<file path="src/rtl/alu_pkg.sv">
`default_nettype none
// ============================================================================
// Module   : alu_pkg
// Brief    : Shared opcodes, widths and the packed command record for the ALU
//            issue stage.
// Revision : 1.0
// ============================================================================
package alu_pkg;

    localparam int DATA_W = 4;
    localparam int SEL_W  = 2;

    localparam logic [SEL_W-1:0] OP_AND = 2'b00;
    localparam logic [SEL_W-1:0] OP_OR  = 2'b01;
    localparam logic [SEL_W-1:0] OP_ADD = 2'b10;
    localparam logic [SEL_W-1:0] OP_SUB = 2'b11;

    typedef struct packed {
        logic [SEL_W-1:0]  sel;
        logic [DATA_W-1:0] b;
        logic [DATA_W-1:0] a;
    } alu_cmd_t;

endpackage
`default_nettype wire

</file>
<file path="src/rtl/alu_cmd_issue_if.sv">
`default_nettype none
// ============================================================================
// Module   : alu_cmd_issue_if
// Brief    : Command, ALU and result buses of the issue stage. out_zero is
//            present only when ALU_ZERO_FLAG_EN is defined.
// Revision : 1.0
// ============================================================================
interface alu_cmd_issue_if #(
    parameter int DATA_W = alu_pkg::DATA_W,
    parameter int SEL_W  = alu_pkg::SEL_W,
    parameter int DEPTH  = 4
);
    localparam int LVL_W = $clog2(DEPTH) + 1;

    logic              in_valid;
    logic              in_ready;
    logic [DATA_W-1:0] in_a;
    logic [DATA_W-1:0] in_b;
    logic [SEL_W-1:0]  in_sel;
    logic [DATA_W-1:0] alu_a;
    logic [DATA_W-1:0] alu_b;
    logic [SEL_W-1:0]  alu_sel;
    logic [DATA_W-1:0] alu_y;
    logic              out_valid;
    logic              out_ready;
    logic [DATA_W-1:0] out_y;
    logic [SEL_W-1:0]  out_sel;
    logic [LVL_W-1:0]  fifo_level;
`ifdef ALU_ZERO_FLAG_EN
    logic              out_zero;
`endif

    // The issue stage itself
    modport slave (
        input  in_valid, in_a, in_b, in_sel, alu_y, out_ready,
        output in_ready, alu_a, alu_b, alu_sel, out_valid, out_y, out_sel,
`ifdef ALU_ZERO_FLAG_EN
        output out_zero,
`endif
        output fifo_level
    );

    // Producer, ALU and consumer around it
    modport master (
        output in_valid, in_a, in_b, in_sel, alu_y, out_ready,
        input  in_ready, alu_a, alu_b, alu_sel, out_valid, out_y, out_sel,
`ifdef ALU_ZERO_FLAG_EN
        input  out_zero,
`endif
        input  fifo_level
    );

endinterface
`default_nettype wire

</file>
<file path="src/rtl/alu_cmd_fifo.sv">
`default_nettype none
// ============================================================================
// Module   : alu_cmd_fifo
// Brief    : Synchronous FIFO of alu_cmd_t with explicit level tracking.
// Revision : 1.0
// ============================================================================
module alu_cmd_fifo
    import alu_pkg::*;
#(
    parameter int DEPTH = 4
) (
    input  wire logic                   clk,
    input  wire logic                   rst_n,
    input  wire logic                   push_i,
    input  wire logic                   pop_i,
    input  wire alu_cmd_t               wdata_i,
    output alu_cmd_t                    rdata_o,
    output logic [$clog2(DEPTH):0]      level_o,
    output logic                        full_o,
    output logic                        empty_o
);
    localparam int PTR_W = $clog2(DEPTH);
    localparam int LVL_W = PTR_W + 1;

    alu_cmd_t          mem_q [DEPTH];
    logic [PTR_W-1:0]  wr_ptr_q, wr_ptr_d;
    logic [PTR_W-1:0]  rd_ptr_q, rd_ptr_d;
    logic [LVL_W-1:0]  level_q, level_d;
    logic              w_push;
    logic              w_pop;

    assign full_o  = (level_q == LVL_W'(DEPTH));
    assign empty_o = (level_q == '0);
    assign level_o = level_q;
    assign rdata_o = mem_q[rd_ptr_q];

    assign w_push = push_i && !full_o;
    assign w_pop  = pop_i && !empty_o;

    // DEPTH is a power of two, so the pointers wrap naturally
    always_comb begin
        wr_ptr_d = wr_ptr_q;
        rd_ptr_d = rd_ptr_q;
        level_d  = level_q;
        if (w_push) wr_ptr_d = wr_ptr_q + PTR_W'(1);
        if (w_pop)  rd_ptr_d = rd_ptr_q + PTR_W'(1);
        case ({w_push, w_pop})
            2'b10:   level_d = level_q + LVL_W'(1);
            2'b01:   level_d = level_q - LVL_W'(1);
            default: level_d = level_q;
        endcase
    end

    always_ff @(posedge clk or negedge rst_n) begin
        if (!rst_n) begin
            wr_ptr_q <= '0;
            rd_ptr_q <= '0;
            level_q  <= '0;
        end else begin
            wr_ptr_q <= wr_ptr_d;
            rd_ptr_q <= rd_ptr_d;
            level_q  <= level_d;
        end
    end

    always_ff @(posedge clk) begin
        if (w_push) mem_q[wr_ptr_q] <= wdata_i;
    end

endmodule
`default_nettype wire

</file>
<file path="src/rtl/alu_cmd_issue.sv">
`default_nettype none
// ============================================================================
// Module   : alu_cmd_issue
// Brief    : Buffers ALU commands, drives the head onto the ALU and registers
//            the result behind a valid/ready handshake. ALU_ZERO_FLAG_EN adds
//            a registered out_zero flag.
// Revision : 1.0
// ============================================================================
module alu_cmd_issue #(
    parameter int DATA_W = alu_pkg::DATA_W,
    parameter int SEL_W  = alu_pkg::SEL_W,
    parameter int DEPTH  = 4
) (
    input  wire logic      clk,
    input  wire logic      rst_n,
    alu_cmd_issue_if.slave bus
);
    import alu_pkg::*;

    localparam int LVL_W = $clog2(DEPTH) + 1;

    typedef enum logic [0:0] {
        ST_EMPTY = 1'b0,
        ST_FULL  = 1'b1
    } out_state_e;

    out_state_e        state_q, state_d;
    alu_cmd_t          w_head;
    alu_cmd_t          w_wdata;
    logic              w_full;
    logic              w_empty;
    logic              w_push;
    logic              w_fire;
    logic [LVL_W-1:0]  w_level;
    logic [DATA_W-1:0] out_y_q;
    logic [SEL_W-1:0]  out_sel_q;

    assign w_wdata = '{sel: bus.in_sel, b: bus.in_b, a: bus.in_a};
    assign w_push  = bus.in_valid && !w_full;
    // Capture whenever a command waits and the output slot is free or draining
    assign w_fire  = !w_empty && ((state_q == ST_EMPTY) || bus.out_ready);

    alu_cmd_fifo #(
        .DEPTH (DEPTH)
    ) u_fifo (
        .clk     (clk),
        .rst_n   (rst_n),
        .push_i  (w_push),
        .pop_i   (w_fire),
        .wdata_i (w_wdata),
        .rdata_o (w_head),
        .level_o (w_level),
        .full_o  (w_full),
        .empty_o (w_empty)
    );

    assign bus.in_ready   = !w_full;
    assign bus.fifo_level = w_level;
    assign bus.alu_a      = w_empty ? '0 : w_head.a;
    assign bus.alu_b      = w_empty ? '0 : w_head.b;
    assign bus.alu_sel    = w_empty ? '0 : w_head.sel;
    assign bus.out_valid  = (state_q == ST_FULL);
    assign bus.out_y      = out_y_q;
    assign bus.out_sel    = out_sel_q;

    always_comb begin
        state_d = state_q;
        case (state_q)
            ST_EMPTY: if (w_fire) state_d = ST_FULL;
            ST_FULL: begin
                if (w_fire)             state_d = ST_FULL;
                else if (bus.out_ready) state_d = ST_EMPTY;
            end
            default:  state_d = ST_EMPTY;
        endcase
    end

    always_ff @(posedge clk or negedge rst_n) begin
        if (!rst_n) begin
            state_q   <= ST_EMPTY;
            out_y_q   <= '0;
            out_sel_q <= '0;
        end else begin
            state_q <= state_d;
            if (w_fire) begin
                out_y_q   <= bus.alu_y;
                out_sel_q <= w_head.sel;
            end
        end
    end

`ifdef ALU_ZERO_FLAG_EN
    logic out_zero_q;

    always_ff @(posedge clk or negedge rst_n) begin
        if (!rst_n)      out_zero_q <= 1'b0;
        else if (w_fire) out_zero_q <= (bus.alu_y == '0);
    end

    assign bus.out_zero = out_zero_q;
`endif

endmodule
`default_nettype wire

</file>
<file path="src/flat_wrapper.sv">
// flat-port wrapper written by rule: the top's interface ports become plain ports
module alu_cmd_issue_flat import alu_pkg::*;
#(
    parameter int DATA_W = alu_pkg::DATA_W,
    parameter int SEL_W  = alu_pkg::SEL_W,
    parameter int DEPTH  = 4
)
  (clk, rst_n, bus_in_valid, bus_in_a, bus_in_b, bus_in_sel, bus_alu_y, bus_out_ready, bus_in_ready, bus_alu_a, bus_alu_b, bus_alu_sel, bus_out_valid, bus_out_y, bus_out_sel, bus_fifo_level);
  alu_cmd_issue_if #(.DATA_W(DATA_W), .SEL_W(SEL_W), .DEPTH(DEPTH)) bus_i ();
  input  wire logic clk;
  input  wire logic rst_n;
  input wire logic [$bits(bus_i.in_valid)-1:0] bus_in_valid;
  input wire logic [$bits(bus_i.in_a)-1:0] bus_in_a;
  input wire logic [$bits(bus_i.in_b)-1:0] bus_in_b;
  input wire logic [$bits(bus_i.in_sel)-1:0] bus_in_sel;
  input wire logic [$bits(bus_i.alu_y)-1:0] bus_alu_y;
  input wire logic [$bits(bus_i.out_ready)-1:0] bus_out_ready;
  output wire logic [$bits(bus_i.in_ready)-1:0] bus_in_ready;
  output wire logic [$bits(bus_i.alu_a)-1:0] bus_alu_a;
  output wire logic [$bits(bus_i.alu_b)-1:0] bus_alu_b;
  output wire logic [$bits(bus_i.alu_sel)-1:0] bus_alu_sel;
  output wire logic [$bits(bus_i.out_valid)-1:0] bus_out_valid;
  output wire logic [$bits(bus_i.out_y)-1:0] bus_out_y;
  output wire logic [$bits(bus_i.out_sel)-1:0] bus_out_sel;
  output wire logic [$bits(bus_i.fifo_level)-1:0] bus_fifo_level;
  assign bus_i.in_valid = bus_in_valid;
  assign bus_i.in_a = bus_in_a;
  assign bus_i.in_b = bus_in_b;
  assign bus_i.in_sel = bus_in_sel;
  assign bus_i.alu_y = bus_alu_y;
  assign bus_i.out_ready = bus_out_ready;
  assign bus_in_ready = bus_i.in_ready;
  assign bus_alu_a = bus_i.alu_a;
  assign bus_alu_b = bus_i.alu_b;
  assign bus_alu_sel = bus_i.alu_sel;
  assign bus_out_valid = bus_i.out_valid;
  assign bus_out_y = bus_i.out_y;
  assign bus_out_sel = bus_i.out_sel;
  assign bus_fifo_level = bus_i.fifo_level;
  alu_cmd_issue #(.DATA_W(DATA_W), .SEL_W(SEL_W), .DEPTH(DEPTH)) u_core (.clk(clk), .rst_n(rst_n), .bus(bus_i));
endmodule
</file>
<file path="config.mk">
export PLATFORM = sky130hd
export DESIGN_NAME = alu_cmd_issue_flat
export DESIGN_NICKNAME = d
export VERILOG_FILES = /design/src/rtl/alu_pkg.sv /design/src/rtl/alu_cmd_issue_if.sv /design/src/rtl/alu_cmd_fifo.sv /design/src/rtl/alu_cmd_issue.sv /design/src/flat_wrapper.sv
export SDC_FILE = /design/constraint.sdc
export NUM_CORES = 1
export LEC_CHECK = 0
export CORE_AREA = 2 2 73 75
export DETAILED_ROUTE_END_ITERATION = 16
export DIE_AREA = 0 0 75 77
export PLACE_DENSITY = 0.69
export SKIP_CTS_REPAIR_TIMING = 1
export SYNTH_ARGS = -nofsm -noshare
export SYNTH_HDL_FRONTEND = slang
export SYNTH_SLANG_ARGS = --single-unit
export TNS_END_PERCENT = 100
</file>
<file path="constraint.sdc">
create_clock -name clk -period 6 [get_ports clk]
set_input_delay 1.2 -clock clk [delete_from_list [all_inputs] [get_ports clk]]
set_output_delay 1.2 -clock clk [all_outputs]
set_load 0.02 [all_outputs]
</file>
# After elaboration in Yosys (flattened, before gate mapping)
# Memories as Yosys holds them, arrays and structs flattened.
# Index checks and enable logic that the tools add are counted.
[totals]
regBits = 14
ram_bits = 40
input_bits = 18
output_inout_bits = 21
wordCells = 34
memories = 1
[mem_list]
columns = ["name", "depth", "width", "read_ports", "rd_clocked_by_memory_dff", "wr", "line_no", "rtl"]
rows = [
  ["u_core.u_fifo.mem_q", 4, 10, 1, 0, 1, "alu_cmd_fifo.sv:25", "alu_cmd_t mem_q [DEPTH];"],
]
[classes]
add_sub_neg = 4
eq_ne = 3
mux = 10
n_bitwise = 1
reduce_logical = 9
[ops]
columns = ["operator", "count"]
rows = [
  ["4-bit two-way mux", 2],
  ["3-bit one-hot mux with 2 select lines", 1],
  ["1-bit two-way mux", 5],
  ["2-bit by 1-bit adder with 2-bit output (second input constant)", 2],
  ["1-bit logical AND", 4],
  ["3-bit by 1-bit adder with 3-bit output (second input constant)", 1],
  ["3-bit equality test (second input constant)", 1],
  ["3-bit logical NOT", 1],
  ["3-bit by 1-bit subtractor with 3-bit output (second input constant)", 1],
  ["2-bit by 1-bit equality test with 1-bit output (second input constant)", 1],
  ["2-bit equality test (second input constant)", 1],
  ["1-bit logical NOT", 2],
  ["2-bit two-way mux", 1],
  ["1-bit one-hot mux with 2 select lines", 1],
  ["2-bit nonzero test", 1],
  ["1-bit logical OR", 1],
  ["1-bit NOT", 1],
]

# Longest topological paths before layout
# Gate-level depths: netlist (run 1).
[depth]
word_depth = 6
ltp_mapped = 9
ltp_nobuf = 9

# Hierarchy
# From an unflattened synthesis (run 1), not the netlist that was laid out.
[unflattened]
cells_unflattened = 119
hier_area_um2 = 2238.4
[modules_own_cells]
columns = ["mod", "n_inst", "cells_per_inst", "area_per_inst_um2", "seq_area_each_um2"]
rows = [
  ["alu_cmd_fifo", 1, 89, 1885.6, 1376.3],
  ["alu_cmd_issue", 1, 30, 352.8, 175.2],
]

# Worst setup path after synthesis (run 1)
# OpenSTA, ideal clock, no wires.
[synth_path]
path_kind = "input port to flip-flop"
startpoint = "input port bus_out_ready"
endpoint = "register u_core.u_fifo.level_q[2] (netlist: u_core.u_fifo.level_o[2])"
setup_time_ns = 0.080
arrival_ns = 2.554
slack_ns = 3.366
path_stages = 9
path_cell_list = "nand2b_1 nor2b_1 buf_4 ha_1 inv_1 fa_1 xor2_1 nor2_1 xor2_1"
[synth_between]
elab_chain_len = 5
word_cells_on_any_way = 7
[synth_lines]
columns = ["element", "line_no", "rtl"]
rows = [
  ["start: declaration", "flat_wrapper.sv:17", "input wire logic [$bits(bus_i.out_ready)-1:0] bus_out_ready;"],
  ["1-bit logical OR (*)", "alu_cmd_issue.sv:41", "assign w_fire = !w_empty && ((state_q == ST_EMPTY) || bus.out_ready);"],
  ["1-bit logical AND (*)", "alu_cmd_issue.sv:41", ""],
  ["named net u_core.u_fifo.pop_i", "alu_cmd_fifo.sv:15", "input wire logic pop_i,"],
  ["1-bit logical AND (*)", "alu_cmd_fifo.sv:38", "assign w_pop = pop_i && !empty_o;"],
  ["2-bit by 1-bit equality test with 1-bit output / 2-bit equality test (equally long branches)", "alu_cmd_fifo.sv:47", "case ({w_push, w_pop})"],
  ["3-bit one-hot mux with 2 select lines / 2-bit nonzero test (equally long branches)", "n/a", ""],
  ["end signal: assignment", "alu_cmd_fifo.sv:62", "level_q <= level_d;"],
  ["end: declaration", "alu_cmd_fifo.sv:28", "logic [LVL_W-1:0] level_q, level_d;"],
]
# Mark *: on every way through the listed nets, which the timed path passes. The rest lies on a longest branch.
# A chain may end at the register's enable or synchronous reset.

# Worst setup path in the final report (run 1)
[layout_path]
startpoint = "register u_core.u_fifo.rd_ptr_q[0]"
endpoint = "output port bus_alu_b[1]"
[layout_between]
elab_chain_len = 2
[layout_lines]
columns = ["element", "line_no", "rtl"]
rows = [
  ["start: declaration", "alu_cmd_fifo.sv:27", "logic [PTR_W-1:0] rd_ptr_q, rd_ptr_d;"],
  ["start signal: assignment", "alu_cmd_fifo.sv:61", "rd_ptr_q <= rd_ptr_d;"],
  ["memory 4 x 10 bit", "n/a", ""],
  ["4-bit two-way mux", "alu_cmd_issue.sv:60", "assign bus.alu_b = w_empty ? '0 : w_head.b;"],
  ["end: declaration", "flat_wrapper.sv:20", "output wire logic [$bits(bus_i.alu_b)-1:0] bus_alu_b;"],
]
# No other way between the ends.

==> run_results.csv, run 1 <==
group,metric,value,unit
run_status,status,"complete, no violations",
drt,routed_wirelength,3690,um
layout,mostFrequentLayoutCell,"sky130_fd_sc_hd__edfxtp_1",
setup_path,timing.setup.critical_path_class,"reg -> out",
yosys,synth-compound-area-share,0,%
layout,layout.cells.most_common_list,"sky130_fd_sc_hd__edfxtp_1 (40), sky130_fd_sc_hd__clkdlybuf4s50_1 (38), sky130_fd_sc_hd__dfrtp_1 (14), sky130_fd_sc_hd__nor2b_1 (11), sky130_fd_sc_hd__mux4_2 (10)",
yosys,post_synth_num_cell_types,23,
pwr,vdd.ir_drop.worst,0.000225,V
floorplan,die_w,75,um
worst_hold_path,hold_class,"reg -> reg",
worst_hold_path,min_delay_path_depth,1,
place,buffer_ports.inserted,38,
yosys,synth.yosys.seq_area_share,70.6,%
yosys,synth_adder_area_share,3.76,%
place,gpl.final_weighted_congestion,0.663,
yosys,ys.flop_type,"sky130_fd_sc_hd__edfxtp_1",
yosys,synth_area_per_cell,18.9,sq um
setup_path,worst-path-max-fanout,12,
yosys,synth_top_family_by_area,"multiplexers",
pwr,power_density,505,nW/um^2
run,timing.max_cap.violations,0,
sta,min_period,3590,ps
floorplan,count_of_standard_cell_rows,26,
sta,hold_viol,0,
grt,antenna_violations_before_repair,0,
drt,route.detailed.drc,0,
place,post-place-ws,2410,ps
worst_hold_path,min_to,"u_core.bus.out_y[3]$_DFFE_PN0P_",
yosys,synth_seq_cells,54,
drt,via_count_of_the_routed_design,1090,
sta,final.setup.worst_slack,2410,ps
layout,filler_free_cell_count_of_the_finished_design,229,
setup_path,r2r-start,"u_core.u_fifo.level_o[0]$_DFFE_PN0P_",
layout,layout.core_utilization,54.8,%
drt,wl_per_cell,16.1,um
layout,area.growth.synth_to_final,24.2,%
grt,grt_max_degree,16,
floorplan,placeableCoreArea,4980,sq um
clock_network,count_of_h_tree_levels_built_during_cts,2,
yosys,cell_count_after_synthesis,116,
setup_path,timing.reg2reg.worst_path_depth,9,
yosys,synthesis.area,2200,sq um
yosys,synth_async_sr_flop_share,25.9,%
sta,timing.slew.headroom,53.5,%
grt,grt_first_pass_wirelength,6070,um
sta,report.final.setup_viol,0,
setup_path,cp.required,4800,ps
setup_path,worstPathArrival,2390,ps
drt,drtAntennaViolNets,0,
sta,fin_crit_sh,59.9,%
pwr,cellLeakagePower,0.990,nW
setup_path,worst-r2r-setup-slack,3450,ps
sta,fin_hold_ws,521,ps
worst_hold_path,min-delay-start,"u_core.bus.out_y[3]$_DFFE_PN0P_",
yosys,post_synth_xor_area_fraction,2.39,%
setup_path,crit_path_end_kind,"output pin",
sta,rsz0062_at_grt,"false",
clock_network,clock_sinks,54,
grt,globalRoute.totalOverflow,0,
floorplan,io_pins,39,
sta,final_tns_setup,0,ps
yosys,yosys.area_share.simple,6.66,%
drt,first_pass_iters,4,
clock_network,ctsRootBufferMaster,"sky130_fd_sc_hd__clkbuf_8",
clock_network,cts_buffer_depth,2,
yosys,synth_nets,140,
floorplan,die_height,77,um
drt,vias_per_cell,4.76,
sta,max_freq,278,MHz
drt,first_iter_violations,63,
layout,num-nets-final,182,
yosys,yosysWarnings,0,
floorplan,fp.dieArea,5780,sq um
clock_network,worst_path_clk_slew,80,ps
clock_network,clk_latency,290,ps
setup_path,worstReg2RegEnd,"u_core.u_fifo.level_o[2]$_DFFE_PN0P_",
sta,drv_slew,0,
yosys,synth_mux_area_share,14.5,%
layout,post_route_cells_drive_above_1_share,18.2,%
sta,timing.clock.skew,4.33,ps
clock_network,tritoncts.num_buffers,5,
grt,global_route.usage.total,14.9,%
layout,antennaDiodeCount,0,
place,dp_hpwl,2630,um
place,numPlacedInstances,221,
yosys,edff_count_synth,40,
clock_network,tritoncts,"yes",
sta,max_slew.worst_pin.slew,696,ps
setup_path,critical_path.startpoint_type,"flop",
floorplan,start_util,44.1,%
grt,first_global_vias,1158,
[power breakdown]
part | internal, mW | switching, mW | leakage [nW]
Sequential | 0.507 | 0.0786 | 0.527
Combinational | 0.326 | 0.280 | 0.424
Clock | 0.0831 | 0.103 | 0.0395
[cells in the mapped netlist (2+ instances only)]
library cell | count | area [sq um]
sky130_fd_sc_hd__xnor2_1 | 2 | 17.5
sky130_fd_sc_hd__ha_1 | 5 | 62.6
sky130_fd_sc_hd__edfxtp_1 | 40 | 1200
sky130_fd_sc_hd__and3_2 | 4 | 30.0
sky130_fd_sc_hd__buf_4 | 2 | 15.0
sky130_fd_sc_hd__xor2_1 | 4 | 35.0
sky130_fd_sc_hd__dfrtp_1 | 14 | 350
sky130_fd_sc_hd__nor2b_1 | 11 | 68.8
sky130_fd_sc_hd__mux4_2 | 10 | 225
sky130_fd_sc_hd__mux2_2 | 6 | 67.6
sky130_fd_sc_hd__inv_1 | 6 | 22.5
[per-stage QoR]
step,instance area (sq um),power [mW]
floorplan,2200,0.959
global placement,2650,1.20
detailed placement,2650,1.21
CTS,2730,1.40
global route,2730,1.47
finish,2730,1.38
[sequential cells by signal, indices dropped and copies added, names as in the netlist]
signal,cells
u_core.bus.out_valid,1
u_core.bus.out_y,4
u_core.bus.out_sel,2
u_core.u_fifo.wr_ptr_q,2
u_core.u_fifo.mem_q,40
u_core.u_fifo.rd_ptr_q,2
u_core.u_fifo.level_o,3
[critical path: stages (launching register included)]
cell                              delay, ps
sky130_fd_sc_hd__dfrtp_1                790
sky130_fd_sc_hd__mux4_2                 570
sky130_fd_sc_hd__nor2b_1                160
sky130_fd_sc_hd__clkdlybuf4s50_1        570
[final cells by class]
| cell class | count | area [sq um] |
|---|---|---|
| clock buffer | 8 | 80.1 |
| multi-input combinational | 52 | 599 |
| timing repair buffer | 39 | 388 |
| fill | 405 | 2250 |
| sequential | 54 | 1550 |
| tap | 70 | 87.6 |
| inverter | 6 | 22.5 |
[worst max-delay path by stage]
stage                                          start                                    to  slack [ps]  cells after the start
6_report       u_core.u_fifo.rd_ptr_q[0]$_DFFE_PN0P_                          bus_alu_b[1]        2410                      3
5_1_grt        u_core.u_fifo.rd_ptr_q[0]$_DFFE_PN0P_                          bus_alu_b[1]        2200                      3
4_1_cts        u_core.u_fifo.rd_ptr_q[0]$_DFFE_PN0P_                          bus_alu_b[1]        2330                      3
3_5_place_dp                           bus_out_ready  u_core.u_fifo.level_o[2]$_DFFE_PN0P_        2410                      9
3_3_place_gp                           bus_out_ready  u_core.u_fifo.level_o[2]$_DFFE_PN0P_        2490                      9
2_1_floorplan                          bus_out_ready  u_core.u_fifo.level_o[2]$_DFFE_PN0P_        3370                      9
[layer usage]
layer / share of wire (%) / track usage [%]
met5: 0 / 0
met4: 1.3 / 5.89
met3: 3.9 / 4.07
met2: 54 / 24.3
met1: 41 / 18.6
[kinds of logic after synthesis]
group                    after synthesis
flip-flops                            54
XOR/XNOR                               6
AND/OR/NAND/NOR                       22
buffers and inverters                 10
multiplexers                          18
adder cells (fa/ha/maj)                6
Note: power is estimated with default switching activity, not from simulation.
==> inputs of run 2 (changes only) <==
Clock period 6 ns to 3.33 ns, I/O delays scaled along.
==> run_results.csv, run 2 (synthesis gave the netlist of run 1 again) <==
group,metric,value,unit
worst_hold_path,min-delay-start,"u_core.bus.out_y[0]$_DFFE_PN0P_",
layout,largest_register_ff_count,40,
sta,report.final.setup_viol,0,
layout,multiInputGateArea,599,sq um
drt,via_count_of_the_routed_design,1096,
sta,drv_slew,0,
pwr,power_density,909,nW/um^2
sta,timing.clock.skew,5.79,ps
sta,fin_crit_sh,86.2,%
clock_network,cts_buffer_depth,2,
sta,final.setup.worst_slack,459,ps
clock_network,ctsRootBufferMaster,"sky130_fd_sc_hd__clkbuf_8",
sta,final_tns_setup,0,ps
grt,first_global_vias,1168,
grt,grt_max_degree,16,
floorplan,die_w,75,um
sta,min_period,2870,ps
floorplan,start_util,44.1,%
setup_path,crit_slowest_cell,"sky130_fd_sc_hd__mux4_2",
grt,grt_first_pass_wirelength,5950,um
pwr,cellLeakagePower,1.00,nW
worst_hold_path,hold_class,"reg -> reg",
layout,postLayoutCellArea,2740,sq um
run_status,status,"complete, no violations",
sta,fin_hold_ws,510,ps
sta,rsz0062_at_grt,"false",
setup_path,critPathBufInv,2,
layout,antennaDiodeCount,0,
drt,first_pass_iters,4,
floorplan,count_of_standard_cell_rows,26,
drt,first_iter_violations,44,
drt,wl_per_cell,16.0,um
sta,timing.slew.headroom,55.5,%
grt,antenna_violations_before_repair,0,
run,timing.max_cap.violations,0,
floorplan,die_height,77,um
layout,largest_register,"u_core.u_fifo.mem_q",
layout,num-nets-final,184,
clock_network,tritoncts,"yes",
pwr,vdd.ir_drop.worst,0.000514,V
clock_network,count_of_h_tree_levels_built_during_cts,2,
drt,routed_wirelength,3670,um
drt,vias_per_cell,4.77,
setup_path,worstPathArrival,2210,ps
layout,layout.cells.most_common_list,"sky130_fd_sc_hd__edfxtp_1 (40), sky130_fd_sc_hd__clkdlybuf4s50_1 (38), sky130_fd_sc_hd__dfrtp_1 (14), sky130_fd_sc_hd__nor2b_1 (11), sky130_fd_sc_hd__mux4_2 (10)",
drt,route.detailed.drc,0,
drt,drtAntennaViolNets,0,
clock_network,tritoncts.num_buffers,5,
clock_network,clk_latency,290,ps
setup_path,critical_path.startpoint_type,"flop",
floorplan,placeableCoreArea,4980,sq um
place,post-place-ws,715,ps
clock_network,worst_path_clk_slew,90,ps
place,buffer_ports.inserted,38,
place,dp_hpwl,2570,um
layout,area.growth.synth_to_final,24.8,%
layout,post_route_cells_drive_above_1_share,20.6,%
place,detailed_place.area,2660,sq um
setup_path,timing.critical_path.max_delay_family,"buffers and inverters",
sta,hold_viol,0,
layout,mostFrequentLayoutCell,"sky130_fd_sc_hd__edfxtp_1",
place,gpl.final_weighted_congestion,0.638,
sta,max_slew.worst_pin.slew,666,ps
grt,globalRoute.totalOverflow,0,
setup_path,worst-path-max-fanout,8,
floorplan,io_pins,39,
clock_network,clock_sinks,54,
setup_path,setup.worst_path.start,"u_core.u_fifo.rd_ptr_q[0]$_DFFE_PN0P_",
grt,global_route.usage.total,14.4,%
layout,n_fill_cell,394,
setup_path,crit_path_end_kind,"output pin",
setup_path,crit_path_max_incr_delay,530,ps
setup_path,cp_cell_sequence,"buf_4, mux4_2, nor2b_1, clkdlybuf4s50_1",
setup_path,timing.setup.critical_path_class,"reg -> out",
setup_path,cp.required,2660,ps
layout,layout.area.seq,1550,sq um
floorplan,fp.dieArea,5780,sq um
setup_path,r2r-start,"u_core.u_fifo.level_o[0]$_DFFE_PN0P_",
sta,max_freq,348,MHz
run 2: cell count changes in the layout (fill, tap and decap cells not counted), sizes merged:
cell	delta
clkbuf	-3
buf	+2
clkinv	+2
run 2: report_power, final:
part | switching [mW] | leakage [nW] | total [mW] | internal (mW)
registers | 0.114 | 0.527 | 1.03 | 0.915
clock network | 0.191 | 0.0438 | 0.332 | 0.141
logic | 0.533 | 0.433 | 1.13 | 0.599
total | 0.838 | 1.00 | 2.49 | 1.66
run 2: routing by layer:
metal,GRT usage (%),part of all wire [%],vias up
met2,23.1,54,28
met4,5.89,1.4,0
li1,-,-,516
met3,3.02,4.2,6
met1,18.8,41,546
met5,0,0,-
run 2: worst paths after layout:
| path | slack (ps) | cells after the start | endpoint |
|---|---|---|---|
| max in group asynchronous | 2130 | 1 | u_core.bus.out_y[0]$_DFFE_PN0P_ |
| max | 460 | 4 | bus_alu_sel[0] |
| min in group asynchronous | 770 | 1 | u_core.bus.out_valid$_DFF_PN0_ |
| min reg2reg | 510 | 1 | u_core.bus.out_y[0]$_DFFE_PN0P_ |
| max reg2reg | 1110 | 9 | u_core.u_fifo.level_o[2]$_DFFE_PN0P_ |
| min | 510 | 1 | u_core.bus.out_y[0]$_DFFE_PN0P_ |
run 2: per-stage QoR:
stage | std cells | utilization, % | total power, mW
6_report | 230 | 55.1 | 2.49
2_1_floorplan | 116 | - | 1.73
4_1_cts | 230 | 55.1 | 2.53
3_5_place_dp | 223 | 53.5 | 2.19
5_1_grt | 230 | 55.1 | 2.65
3_3_place_gp | 223 | 53.5 | 2.16
run 2: area by class of cell:
type	instances	area share (%)
timing repair buffer	41	14.7
inverter	6	0.821
multi-input combinational	52	21.9
clock buffer	5	2.51
tap	70	3.19
sequential	54	56.6
clock inverter	2	0.365
run 2: worst reg2reg max path, delay by kind of cell, from the launching register on:
| kind | cells | cell delay (ps) |
|---|---|---|
| buffers and inverters | 2 | 110 |
| adder cells (fa/ha/maj) | 2 | 540 |
| XOR/XNOR | 2 | 300 |
| flip-flops | 1 | 460 |
| AND/OR/NAND/NOR | 3 | 760 |
==> inputs of run 3 (changes only) <==
Clock period 3.33 ns to 2.85 ns, I/O delays scaled along.
==> run_results.csv, run 3 (synthesis gave the netlist of run 1 again) <==
group,metric,value,unit
layout,antennaDiodeCount,0,
sta,rsz0062_at_grt,"false",
clock_network,clock_sinks,54,
clock_network,count_of_h_tree_levels_built_during_cts,2,
drt,route.detailed.drc,0,
pwr,cellLeakagePower,1.00,nW
pwr,seq_power_share,40.2,%
place,dp_hpwl,2570,um
pwr,pwr-share-comb,45.8,%
grt,first_global_vias,1193,
pwr,sw_frac_of_total,34.1,%
sta,final_tns_setup,0,ps
layout,post_route_cells_drive_above_1_share,21.1,%
grt,grt_first_pass_wirelength,6170,um
drt,first_pass_iters,4,
pwr,vdd.ir_drop.worst,0.000536,V
layout,largest_register_ff_count,40,
grt,global_route.usage.total,14.8,%
clock_network,cts_buffer_depth,2,
sta,final.setup.worst_slack,168,ps
sta,timing.clock.skew,7.88,ps
sta,report.final.setup_viol,0,
layout,mostFrequentLayoutCell,"sky130_fd_sc_hd__edfxtp_1",
sta,hold_viol,0,
drt,wl_per_cell,16.3,um
worst_hold_path,min_delay_path_depth,1,
layout,n_fill_cell,413,
sta,fin_hold_ws,512,ps
clock_network,tritoncts,"yes",
floorplan,placeableCoreArea,4980,sq um
sta,fin_crit_sh,94.1,%
run_status,status,"complete, no violations",
pwr,total_switching_power,1.01,mW
sta,timing.slew.headroom,58.6,%
setup_path,worst-path-max-fanout,12,
place,gpl.final_weighted_congestion,0.655,
drt,via_count_of_the_routed_design,1120,
sta,min_period,2680,ps
worst_hold_path,hold_class,"reg -> reg",
clock_network,tritoncts.num_buffers,5,
sta,max_slew.worst_pin.slew,619,ps
setup_path,timing.reg2reg.worst_path_depth,9,
layout,num-nets-final,184,
drt,routed_wirelength,3760,um
setup_path,timing.setup.critical_path_class,"reg -> out",
floorplan,count_of_standard_cell_rows,26,
layout,layout.core_utilization,55.3,%
setup_path,cp.required,2280,ps
floorplan,die_w,75,um
layout,layout.cells.most_common_list,"sky130_fd_sc_hd__edfxtp_1 (40), sky130_fd_sc_hd__clkdlybuf4s50_1 (38), sky130_fd_sc_hd__dfrtp_1 (14), sky130_fd_sc_hd__nor2b_1 (11), sky130_fd_sc_hd__mux4_2 (10)",
layout,largest_register,"u_core.u_fifo.mem_q",
pwr,pwr-share-clk,14.0,%
run,timing.max_cap.violations,0,
floorplan,io_pins,39,
floorplan,die_height,77,um
clock_network,clk_latency,300,ps
drt,drtAntennaViolNets,0,
clock_network,ctsRootBufferMaster,"sky130_fd_sc_hd__clkbuf_8",
setup_path,crit_path_end_kind,"output pin",
layout,area.growth.synth_to_final,25.3,%
setup_path,worstPathArrival,2110,ps
grt,globalRoute.totalOverflow,0,
drt,vias_per_cell,4.85,
grt,grt_max_degree,18,
place,post-place-ws,293,ps
grt,antenna_violations_before_repair,0,
pwr,p_int,1.95,mW
sta,drv_slew,0,
floorplan,start_util,44.1,%
pwr,power_density,1070,nW/um^2
drt,first_iter_violations,49,
floorplan,fp.dieArea,5780,sq um
sta,max_freq,373,MHz
place,buffer_ports.inserted,38,
clock_network,worst_path_clk_slew,90,ps
setup_path,critical_path.startpoint_type,"flop",
run 3: final timing paths:
kind	slack, ps	from	to
worst max-delay path	170	u_core.u_fifo.rd_ptr_q[0]$_DFFE_PN0P_	bus_alu_sel[1]
worst min-delay path	510	u_core.bus.out_sel[0]$_DFFE_PN0P_	u_core.bus.out_sel[0]$_DFFE_PN0P_
worst max register to register	590	u_core.u_fifo.level_o[0]$_DFFE_PN0P_	u_core.u_fifo.level_o[2]$_DFFE_PN0P_
worst min register to register	510	u_core.bus.out_sel[0]$_DFFE_PN0P_	u_core.bus.out_sel[0]$_DFFE_PN0P_
max in group asynchronous	1810	rst_n	u_core.bus.out_y[2]$_DFFE_PN0P_
min in group asynchronous	640	rst_n	u_core.u_fifo.level_o[2]$_DFFE_PN0P_
run 3: final cells by class:
cell class / instances / area (sq um) / area share [%]
Multi-Input combinational cell: 52 / 599 / 21.8
Clock buffer: 5 / 68.8 / 2.50
Timing Repair Buffer: 41 / 403 / 14.6
Inverter: 6 / 22.5 / 0.818
Clock inverter: 3 / 21.3 / 0.772
Tap cell: 70 / 87.6 / 3.18
Sequential cell: 54 / 1550 / 56.3
run 3: power groups by stage:
stage | sequential [mW] | clock, mW | combinational, mW
after floorplan | 1.24 | 0 | 0.777
after global placement | 1.19 | 0 | 1.33
after detailed placement | 1.21 | 0 | 1.36
after CTS | 1.19 | 0.433 | 1.37
after global routing | 1.22 | 0.464 | 1.46
final | 1.19 | 0.415 | 1.35
run 3: worst max-delay path: stages, from the launching register on:
cell                              delay [ps]
sky130_fd_sc_hd__dfrtp_1                 330
sky130_fd_sc_hd__buf_4                   250
sky130_fd_sc_hd__mux4_2                  540
sky130_fd_sc_hd__nor2b_1                 140
sky130_fd_sc_hd__clkdlybuf4s50_1         540
run 3: metal layers:
layer	global-route usage, %	vias to the layer above	share of wire, %
met5	0	-	0
met2	23.6	22	55
met3	4.07	6	3.4
met1	19.0	576	40
li1	-	516	-
met4	5.89	0	1.8
run 3: per-stage QoR:
| step | instances | power [mW] | cell area (sq um) |
|---|---|---|---|
| final | 231 | 2.95 | 2750 |
| after global routing | 231 | 3.14 | 2750 |
| after CTS | 231 | 3.00 | 2750 |
| after detailed placement | 223 | 2.57 | 2660 |
| after global placement | 223 | 2.53 | 2660 |
| after floorplan | 116 | 2.02 | 2200 |
